$ cat src/rtl/rr_stream_mux_if.sv
// Stream bundle for the round-robin mux: N_CH input channels and one output.
// Ports: in_valid/in_data/in_ready per channel, out_valid/out_data/out_ch/out_ready.
interface rr_stream_mux_if #(
    parameter int N_CH  = 4,
    parameter int WIDTH = 4
);
    localparam int CH_W = $clog2(N_CH);

    logic [N_CH-1:0]       in_valid;
    logic [N_CH*WIDTH-1:0] in_data;
    logic [N_CH-1:0]       in_ready;
    logic                  out_valid;
    logic [WIDTH-1:0]      out_data;
    logic [CH_W-1:0]       out_ch;
    logic                  out_ready;

    // Producer/consumer side (drives inputs, observes outputs).
    modport master (
        output in_valid, in_data, out_ready,
        input  in_ready, out_valid, out_data, out_ch
    );

    // Mux side.
    modport slave (
        input  in_valid, in_data, out_ready,
        output in_ready, out_valid, out_data, out_ch
    );
endinterface

$ cat src/rtl/rr_stream_mux.sv
// N-channel stream mux with round-robin arbitration and a registered output.
// Ports: clk, rst_n (sync, active-low), bus (slave side of rr_stream_mux_if).
module rr_stream_mux #(
    parameter int N_CH  = 4,
    parameter int WIDTH = 4
) (
    input  logic         clk,
    input  logic         rst_n,
    rr_stream_mux_if.slave bus
);
    localparam int CH_W = $clog2(N_CH);

    logic [CH_W-1:0]  last_gnt;
    logic [CH_W-1:0]  win;
    logic [N_CH-1:0]  gnt;
    logic             any;
    logic             load;
    logic             out_valid_q;
    logic [WIDTH-1:0] out_data_q;
    logic [CH_W-1:0]  out_ch_q;
    logic [WIDTH-1:0] sel_data;
    int               scan;

    // The output register can take a new word when empty or being drained.
    assign load = !out_valid_q || bus.out_ready;

    // Scan from farthest to nearest so the last hit is the first channel
    // after last_gnt in round-robin order.
    always_comb begin
        win  = last_gnt;
        any  = 1'b0;
        scan = 0;
        for (int k = N_CH; k >= 1; k--) begin
            scan = int'(last_gnt) + k;
            if (scan >= N_CH) scan = scan - N_CH;
            if (bus.in_valid[scan[CH_W-1:0]]) begin
                win = scan[CH_W-1:0];
                any = 1'b1;
            end
        end
    end

    always_comb begin
        gnt = '0;
        if (any) gnt[win] = 1'b1;
    end

    always_comb begin
        sel_data = '0;
        for (int i = 0; i < N_CH; i++) begin
            if (gnt[i]) sel_data = bus.in_data[i*WIDTH +: WIDTH];
        end
    end

    // Gating with rst_n keeps producers from losing words during reset.
    assign bus.in_ready = gnt & {N_CH{load & rst_n}};

    always_ff @(posedge clk) begin
        if (!rst_n) begin
            out_valid_q <= 1'b0;
            out_data_q  <= '0;
            out_ch_q    <= '0;
            last_gnt    <= CH_W'(N_CH - 1);
        end else if (load) begin
            out_valid_q <= any;
            if (any) begin
                out_data_q <= sel_data;
                out_ch_q   <= win;
                last_gnt   <= win;
            end
        end
    end

    assign bus.out_valid = out_valid_q;
    assign bus.out_data  = out_data_q;
    assign bus.out_ch    = out_ch_q;
endmodule

$ cat src/flat_wrapper.sv
// flat-port wrapper written by rule: the top's interface ports become plain ports
module rr_stream_mux_flat 
#(
    parameter int N_CH  = 4,
    parameter int WIDTH = 4
)
  (clk, rst_n, bus_in_valid, bus_in_data, bus_out_ready, bus_in_ready, bus_out_valid, bus_out_data, bus_out_ch);
  rr_stream_mux_if #(.N_CH(N_CH), .WIDTH(WIDTH)) bus_i ();
  input  logic clk;
  input  logic rst_n;
  input wire logic [$bits(bus_i.in_valid)-1:0] bus_in_valid;
  input wire logic [$bits(bus_i.in_data)-1:0] bus_in_data;
  input wire logic [$bits(bus_i.out_ready)-1:0] bus_out_ready;
  output wire logic [$bits(bus_i.in_ready)-1:0] bus_in_ready;
  output wire logic [$bits(bus_i.out_valid)-1:0] bus_out_valid;
  output wire logic [$bits(bus_i.out_data)-1:0] bus_out_data;
  output wire logic [$bits(bus_i.out_ch)-1:0] bus_out_ch;
  assign bus_i.in_valid = bus_in_valid;
  assign bus_i.in_data = bus_in_data;
  assign bus_i.out_ready = bus_out_ready;
  assign bus_in_ready = bus_i.in_ready;
  assign bus_out_valid = bus_i.out_valid;
  assign bus_out_data = bus_i.out_data;
  assign bus_out_ch = bus_i.out_ch;
  rr_stream_mux #(.N_CH(N_CH), .WIDTH(WIDTH)) u_core (.clk(clk), .rst_n(rst_n), .bus(bus_i));
endmodule
$ cat config.mk
export PLATFORM = sky130hd
export DESIGN_NAME = rr_stream_mux_flat
export DESIGN_NICKNAME = d
export VERILOG_FILES = /design/src/rtl/rr_stream_mux_if.sv /design/src/rtl/rr_stream_mux.sv /design/src/flat_wrapper.sv
export SDC_FILE = /design/constraint.sdc
export NUM_CORES = 1
export LEC_CHECK = 0
export ABC_AREA = 0
export ABC_CLOCK_PERIOD_IN_PS = 2480
export CAP_MARGIN = 40
export CORE_MARGIN = 3
export CORE_UTILIZATION = 38
export DETAILED_ROUTE_END_ITERATION = 8
export GPL_TIMING_DRIVEN = 1
export PLACE_DENSITY = 0.77
export SLEW_MARGIN = 20
export SYNTH_ARGS = -nofsm -noshare
export SYNTH_HDL_FRONTEND = slang
export SYNTH_SLANG_ARGS = --single-unit
$ cat constraint.sdc
create_clock -name clk -period 2.48 [get_ports clk]
set_input_delay 0.744 -clock clk [delete_from_list [all_inputs] [get_ports clk]]
set_output_delay 0.744 -clock clk [all_outputs]
set_load 0.01 [all_outputs]
==> results.toml, run 1 <==
[critical_path]
slowest_delay_ps = 450
crit_path_start_kind = "input pin"
critPathLaunch = "bus_out_ready"
cp_data_arrival_time_ps = 1660
cp-end-kind = "output port"
cp_cell_sequence = "clkdlybuf4s50_1 > nand2b_4 > nand2_2 > nor2b_1 > buf_2"
required_ps = 1740
critical_path_class = "input pin to output port"
cp_num_buf_inv = 2
crit_path_max_fanout = 4
r2r_start = "u_core.last_gnt[1]$_SDFFE_PN1P_"
slowest_stage = "clkdlybuf4s50_1"
cp_top_family = "buffers and inverters"

[placed_design]
portBuffers = 33
place_congestion = 0.8860
dpl.hpwl_um = 1726
place_ws_ps = -710.1

[drt]
drc_errors = 0
wirelength_um = 2125
dr.pass1.iters = 4
postRouteAntennaNets = 0
drt_iter0_drc = 18
viasPerCell = 5.420
wl_per_cell_um = 13.54
vias = 851

[die]
initial_core_util_pct = 42.06
die_w_um = 47.78
ioPinCount = 34
num_rows = 14
core_area_mm2 = 0.001577
die_y_um = 47.78
die_area_mm2 = 0.002282

[clock_tree]
post_cts_buffers = 0
cts-root-buf = "clkbuf_4"
cts_max_path_buffers = 2
cts_buffers = 3
worstSkewPairLatency_ps = 250
clk_pin_slew_ps = 50
cts_tree = "built"
clock_sinks = 9
hold_buffers = 0
clock_tree.htree_level_count = 1

[status]
run_status = "finished clean"

[timing]
hold_viol_final = 0
rsz0062_at_grt = "false"
worst_slack_ps = 74.85
min_period_over_period_pct = 96.98
clock_skew_ps = 0.1544
layout_min_cycle_time_ps = 2405
worst_hold_slack_ps = 460.0
worstMarginPinSlew_ps = 461.6
setup_viol = 0
slew_viol_final = 0
tns_ps = 0
fmax_mhz = 415.8
relSlewSlack_pct = 69.18

[finish]
area_delta_synth_final_pct = 77.74
diodes = 0
area.sequential_um2 = 180.2
nNetsFinal = 165
drive_above_1_share_pct = 33.33
multi_input_area_um2 = 464.2
fill_cells = 133

[pwr]
leakage_nw = 0.5175
p_per_area_mw_per_mm2 = 429.2
ir_worst_vdd_mv = 0.3666

[grt]
antenna_found_initial = 0
grt_usage_pct = 20.84
grt_pass1_vias = 741
grt_pass1_wl_um = 3249
gr-total-overflow = 0
grt_max_degree = 13

[job]
drv_cap = 0

[min_path]
min-delay-start = "u_core.bus.out_ch[0]$_SDFFE_PN0P_"
hold_path.class = "flop to flop"

[synth]
synth_area_um2 = 663.1
synth_seq_cells = 9
netlist-cell-type-count = 27
synth_seq_area_share_pct = 27.17
synth-main-ff-cell = "dfxtp_1"
ys_warn_count = 0
syn_inst = 86
async_reset_ff_share_pct = 0
synth_edf_count = 0
syn_nets = 109
syn_area_per_cell_um2 = 7.711
==> sequential cells by signal, indices dropped and copies added (netlist names) <==
signal	count
u_core.bus.out_ch	2
u_core.bus.out_data	4
u_core.bus.out_valid	1
u_core.last_gnt	2
==> cell usage after synthesis (all sizes together) (3+ instances only) <==
cell / n / area, um^2
a21oi: 6 / 33.78
a221oi: 5 / 50.04
buf: 4 / 27.52
dfxtp: 9 / 180.2
inv: 5 / 18.77
nand2: 8 / 30.03
nand3: 5 / 25.02
nor2: 10 / 42.54
nor2b: 10 / 62.56
o21ai: 7 / 35.03
o22ai: 3 / 18.77
o41ai: 5 / 62.56
==> worst paths after layout <==
check / slack, ps / end / cells after the start
max: 70 / bus_in_ready[3] / 5
min: 460 / u_core.bus.out_ch[0]$_SDFFE_PN0P_ / 2
max reg2reg: 680 / u_core.bus.out_data[1]$_SDFFE_PN0P_ / 5
min reg2reg: 460 / u_core.bus.out_ch[0]$_SDFFE_PN0P_ / 2
==> through the flow <==
stage               utilization, %  power [mW]  cell area [um^2]  std cells
floorplan                        -      0.2787             663.1         86
global placement             73.25      0.3984              1155        153
detailed placement           73.25      0.4013              1155        153
CTS                          74.44      0.5121              1174        157
global route                 74.76      0.5431              1179        157
finish                       74.76      0.5059              1179        157
==> power by group <==
| part | switching, mW | internal [mW] |
|---|---|---|
| Clock | 0.0434 | 0.0615 |
| Sequential | 0.0198 | 0.162 |
| Combinational | 0.0930 | 0.127 |
==> cells in the final DEF, fill, tap and decap left out, types with 2 or more instances in the layout <==
| master | instances |
|---|---|
| clkdlybuf4s50_1 | 25 |
| buf_4 | 23 |
| nor2b_1 | 9 |
| dfxtp_1 | 9 |
| nor2_1 | 8 |
| nand2_1 | 7 |
| buf_2 | 7 |
| a21oi_1 | 5 |
| inv_1 | 5 |
| nand3_1 | 5 |
| a221oi_1 | 4 |
| o41ai_1 | 4 |
| o21ai_0 | 3 |
| o21ai_1 | 3 |
| o22ai_1 | 3 |
| clkbuf_4 | 3 |
| nor2_4 | 2 |
==> area by class of cell <==
cell class                      count  area share (%)
Clock buffer                        4           2.229
Inverter                            5           1.592
Multi-Input combinational cell     67           39.38
Sequential cell                     9           15.29
Tap cell                           16           1.699
Timing Repair Buffer               56           39.81
==> kinds of logic after synthesis <==
| logic type | Yosys count | synth area share, % |
|---|---|---|
| flip-flops | 9 | 27.17 |
| AO/OA/AOI/OAI | 32 | 39.24 |
| buffers and inverters | 10 | 7.546 |
| AND/OR/NAND/NOR | 35 | 26.04 |
==> per-layer routing <==
layer	routed length, um	track usage, %
met1	955	28.38
met2	1019	31.66
met3	104	2.632
met4	45	11.29
met5	0	0
==> worst reg2reg max path: cells and delay by family, from the launching register on <==
family,cells,cell delay [ps]
AO/OA/AOI/OAI,3,790
buffers and inverters,1,220
flip-flops,1,600
AND/OR/NAND/NOR,1,80
==> repair_timing <==
action,CTS,global route
gates resized for setup,37,1
pin swaps,2,0
gates cloned,0,0
endpoints found under the setup margin,4,1
No activity file was read; power rests on OpenSTA's default activity.
==> run 2: changes to the inputs <==
--- a/config.mk
+++ b/config.mk
@@ -12,7 +12,7 @@
 export CORE_UTILIZATION = 38
 export DETAILED_ROUTE_END_ITERATION = 8
 export GPL_TIMING_DRIVEN = 1
-export PLACE_DENSITY = 0.77
+export PLACE_DENSITY = 0.83
 export SLEW_MARGIN = 20
 export SYNTH_ARGS = -nofsm -noshare
 export SYNTH_HDL_FRONTEND = slang
==> results.toml, run 2 (synthesis gave the netlist of run 1 again) <==
[critical_path]
r2r_start = "u_core.last_gnt[0]$_SDFFE_PN1P_"
required_ps = 1740
cp_top_family = "buffers and inverters"
cp-end-kind = "output port"
crit_path_start_kind = "input pin"
cp_data_arrival_time_ps = 1670
slowest_delay_ps = 450
critical_path_class = "input pin to output port"
r2r-end = "u_core.bus.out_data[0]$_SDFFE_PN0P_"
cp_num_buf_inv = 2
slowest_stage = "clkdlybuf4s50_1"
crit_path_max_fanout = 4
cp_cell_sequence = "clkdlybuf4s50_1 > nand2b_4 > nand2_2 > nor2b_1 > buf_2"
reg2reg_slack_ps = 740
reg2reg_depth = 5

[timing]
worstMarginPinSlew_ps = 405.2
clock_skew_ps = 4.132
rsz0062_at_grt = "false"
fmax_mhz = 414.6
layout_min_cycle_time_ps = 2412
setup_viol = 0
worst_hold_slack_ps = 457.9
hold_viol_final = 0
slew_viol_final = 0
min_period_over_period_pct = 97.25
relSlewSlack_pct = 72.95

[clock_tree]
worstSkewPairLatency_ps = 260
clk_pin_slew_ps = 50
cts-root-buf = "clkbuf_4"
cts_tree = "built"
clock_sinks = 9
hold_buffers = 0
clock_tree.htree_level_count = 1
cts_buffers = 3
cts_max_path_buffers = 2

[die]
ioPinCount = 34
die_y_um = 47.78
die_area_mm2 = 0.002282
core_area_mm2 = 0.001577
die_w_um = 47.78
num_rows = 14
initial_core_util_pct = 42.06

[grt]
grt_usage_pct = 22.09
grt_max_degree = 11
grt_pass1_vias = 771
gr-total-overflow = 0
antenna_found_initial = 0
grt_pass1_wl_um = 3422

[pwr]
leakage_nw = 0.5134
ir_worst_vdd_mv = 0.3381
p_int_mw = 0.3511
clkPwrFrac_pct = 21.3
switching_share_pct = 31.29
seqPwrFrac_pct = 35.0
power_frac_comb_pct = 43.6
p_per_area_mw_per_mm2 = 435.4
power.switching_mw = 0.1599

[placed_design]
portBuffers = 33
postPlaceCellArea_mm2 = 0.001140
dpl.hpwl_um = 1843
place_congestion = 0.8703

[drt]
drc_errors = 0
postRouteAntennaNets = 0
drt_iter0_drc = 14
viasPerCell = 5.389
vias = 846
wirelength_um = 2249
wl_per_cell_um = 14.32
dr.pass1.iters = 4

[status]
run_status = "finished clean"

[min_path]
min-delay-start = "u_core.bus.out_ch[1]$_SDFFE_PN0P_"
holdPathStages = 2
holdPathEnd = "u_core.bus.out_ch[1]$_SDFFE_PN0P_"
hold_path.class = "flop to flop"

[finish]
finalInstanceArea_mm2 = 0.001174
largest_reg_flops = 4
final_cell_mix = "clkdlybuf4s50_1, buf_4, nor2b_1, dfxtp_1, nor2_1"
area_delta_synth_final_pct = 76.98
diodes = 0
drive_above_1_share_pct = 32.62
mostFrequentLayoutCell = "clkdlybuf4s50_1"
nNetsFinal = 165

[job]
drv_cap = 0
run 2: cell counts in the layout (fill, tap and decap cells not counted):
Identical to the previous run, type by type.
run 2: worst min-delay path, stage by stage, from the launching register on:
cell,delay (ps)
dfxtp_1,310
nand2_1,50
a21oi_1,50
run 2: how the worst max path moves through the flow:
| stage | depth (start not counted) | slack [ps] | from | to |
|---|---|---|---|---|
| finish | 5 | 70 | bus_out_ready | bus_in_ready[0] |
| global placement | 6 | -680 | bus_in_valid[3] | bus_in_ready[1] |
| detailed placement | 6 | -720 | bus_in_valid[3] | bus_in_ready[0] |
| global route | 5 | 8 | bus_out_ready | bus_in_ready[0] |
| CTS | 5 | 3 | bus_out_ready | bus_in_ready[1] |
| floorplan | 5 | 190 | bus_in_valid[1] | bus_in_ready[0] |
run 2: area by class of cell:
class | count | area (um^2)
Clock buffer | 4 | 26.28
Fill cell | 136 | 402.9
Inverter | 5 | 18.77
Multi-Input combinational cell | 67 | 455.4
Sequential cell | 9 | 180.2
Tap cell | 16 | 20.02
Timing Repair Buffer | 56 | 473.0
run 2: through the flow:
step / util (%) / power, mW / TNS [ps] / cells / worst slack, ps
2_1_floorplan: - / 0.2787 / 0 / 86 / 188.3
3_3_place_gp: 72.30 / 0.3961 / -2858 / 151 / -681.2
3_5_place_dp: 72.30 / 0.4025 / -3074 / 151 / -723.8
4_1_cts: 75.24 / 0.5197 / 0 / 157 / 2.594
5_1_grt: 74.44 / 0.5506 / 0 / 157 / 8.082
6_report: 74.44 / 0.5109 / 0 / 157 / 68.24
run 2: layer usage:
layer  track usage [%]  share of wire [%]
met5                 0                  0
met4             11.29                2.2
met3             3.383                5.6
met2             36.41                 50
met1             27.60                 43
run 2: power by group through the flow:
stage,combinational (mW),sequential (mW),clock (mW)
floorplan,0.100,0.179,0
global placement,0.216,0.180,0
CTS,0.225,0.178,0.116
finish,0.223,0.179,0.109
global route,0.243,0.182,0.126
detailed placement,0.222,0.181,0
run 2: timing repair:
action	in CTS	in global routing
pin swaps	1	0
setup endpoints to repair	4	2
resized for setup	35	3
setup buffers	2	0
endpoints found under the hold margin	0	0
==> run 3: changes to the inputs <==
--- a/config.mk
+++ b/config.mk
@@ -12,7 +12,7 @@
 export CORE_UTILIZATION = 38
 export DETAILED_ROUTE_END_ITERATION = 8
 export GPL_TIMING_DRIVEN = 1
-export PLACE_DENSITY = 0.83
+export PLACE_DENSITY = 0.78
 export SLEW_MARGIN = 20
 export SYNTH_ARGS = -nofsm -noshare
 export SYNTH_HDL_FRONTEND = slang
==> results.toml, run 3 (synthesis gave the netlist of run 1 again) <==
[clock_tree]
cts_max_path_buffers = 2
clock_sinks = 9
hold_buffers = 0
worstSkewPairLatency_ps = 260
clock_tree.htree_level_count = 1
cts_tree = "built"
cts_buffers = 3
clk_pin_slew_ps = 70
cts-root-buf = "clkbuf_4"

[die]
die_w_um = 47.78
ioPinCount = 34
num_rows = 14
initial_core_util_pct = 42.06
die_area_mm2 = 0.002282
core_area_mm2 = 0.001577
die_y_um = 47.78

[grt]
gr-total-overflow = 0
grt_pass1_vias = 753
grt_usage_pct = 20.20
grt_pass1_wl_um = 3263
antenna_found_initial = 0
grt_max_degree = 13

[status]
run_status = "finished clean"

[placed_design]
postPlaceCellArea_mm2 = 0.001110
dpl.hpwl_um = 1713
portBuffers = 33
place_congestion = 0.7981

[critical_path]
crit_path_max_fanout = 4
reg2reg_slack_ps = 530
cp_top_family = "buffers and inverters"
cp-end-kind = "output port"
cp_cell_sequence = "clkdlybuf4s50_1 > nand2b_4 > nand2_2 > nor2_1 > buf_2"
reg2reg_depth = 7
critPathLaunch = "bus_out_ready"
critical_path_class = "input pin to output port"
required_ps = 1740
crit_path_start_kind = "input pin"
slowest_delay_ps = 460
path_depth = 5
slowest_stage = "clkdlybuf4s50_1"
cp_num_buf_inv = 2
crit_end = "bus_in_ready[2]"
cp_data_arrival_time_ps = 1690
r2r_start = "u_core.last_gnt[1]$_SDFFE_PN1P_"
r2r-end = "u_core.bus.out_data[3]$_SDFFE_PN0P_"

[min_path]
hold_path.class = "flop to flop"

[finish]
nNetsFinal = 161
final_cell_mix = "clkdlybuf4s50_1, buf_4, dfxtp_1"
postLayoutCoreUtil_pct = 72.94
largest_reg_flops = 4
diodes = 0
drive_above_1_share_pct = 32.85
area_delta_synth_final_pct = 73.40
finalInstanceArea_mm2 = 0.001150
mostFrequentLayoutCell = "clkdlybuf4s50_1"

[drt]
postRouteAntennaNets = 0
dr.pass1.iters = 4
wl_per_cell_um = 13.82
wirelength_um = 2115
drc_errors = 0
viasPerCell = 5.340
drt_iter0_drc = 17
vias = 817

[timing]
relSlewSlack_pct = 71.11
layout_min_cycle_time_ps = 2433
setup_viol = 0
min_period_over_period_pct = 98.12
worstMarginPinSlew_ps = 432.8
hold_viol_final = 0
slew_viol_final = 0
fmax_mhz = 410.9
clock_skew_ps = 9.265

[pwr]
ir_worst_vdd_mv = 0.4700
p_per_area_mw_per_mm2 = 440.4
leakage_nw = 0.5025

[job]
drv_cap = 0
-- run 3: changes by cell type in the layout (fill, tap and decap cells not counted), sizes merged --
cell and change:
buf -3, clkbuf -1, clkdlybuf4s15 -1, clkinv +1
-- run 3: worst reg2reg max path, stage by stage, from the launching register on --
cell	delay, ps
dfxtp_1	590
inv_1	150
a21oi_2	180
o21ai_2	70
buf_4	130
buf_4	130
nor2b_1	130
o41ai_1	450
-- run 3: report_power, final --
group	leakage, nW	total [mW]	internal, mW	switching (mW)
clock	0.0177	0.109	0.0592	0.0496
sequential	0.0748	0.181	0.161	0.0196
combinational	0.410	0.217	0.124	0.0931
-- run 3: what timing repair did --
item                                    in CTS  in global routing
pin swaps                                    2                  0
resized for setup                           38                  4
buffers inserted                             2                  0
endpoints found under the setup margin       4                  1
cloned                                       0                  0
-- run 3: routing by layer --
metal  wire length [um]  GRT usage (%)  share of wire [%]  vias to the layer above
met1                923          27.13                 44                      370
met4                 19          8.065               0.90                        0
met5                  0              0                  0                        -
met2               1094          33.51                 52                       23
li1                   -              -                  -                      422
met3                 77          1.128                3.6                        2
-- run 3: worst min-delay path by stage --
stage	cells after the start	endpoint	from
detailed placement	2	u_core.bus.out_ch[1]$_SDFFE_PN0P_	u_core.bus.out_ch[1]$_SDFFE_PN0P_
global route	2	u_core.bus.out_ch[1]$_SDFFE_PN0P_	u_core.bus.out_ch[1]$_SDFFE_PN0P_
global placement	2	u_core.bus.out_ch[0]$_SDFFE_PN0P_	u_core.bus.out_ch[0]$_SDFFE_PN0P_
finish	2	u_core.bus.out_ch[1]$_SDFFE_PN0P_	u_core.bus.out_ch[1]$_SDFFE_PN0P_
CTS	2	u_core.bus.out_ch[1]$_SDFFE_PN0P_	u_core.bus.out_ch[1]$_SDFFE_PN0P_
floorplan	2	u_core.bus.out_ch[1]$_SDFFE_PN0P_	u_core.bus.out_ch[1]$_SDFFE_PN0P_
-- run 3: per-stage QoR --
stage                     power (mW)  hold WS [ps]  TNS (ps)  worst slack, ps  cells
final                         0.5063         463.4         0            46.53    153
after global routing          0.5368         476.8    -1.642           -1.642    153
after CTS                     0.5073         463.7         0            52.56    153
after detailed placement      0.3933         449.0     -3103           -703.1    147
after global placement        0.3890         445.4     -2833           -669.4    147
after floorplan               0.2787         475.1         0            188.3     86
-- run 3: final cells by class --
type	count	area (um^2)
multi-input cells	67	466.7
repair buffers	52	436.7
fillers	141	426.7
flip-flops and latches	9	180.2
clock buffers	3	22.52
well taps	16	20.02
inverters	5	18.77
clock inverters	1	5.005
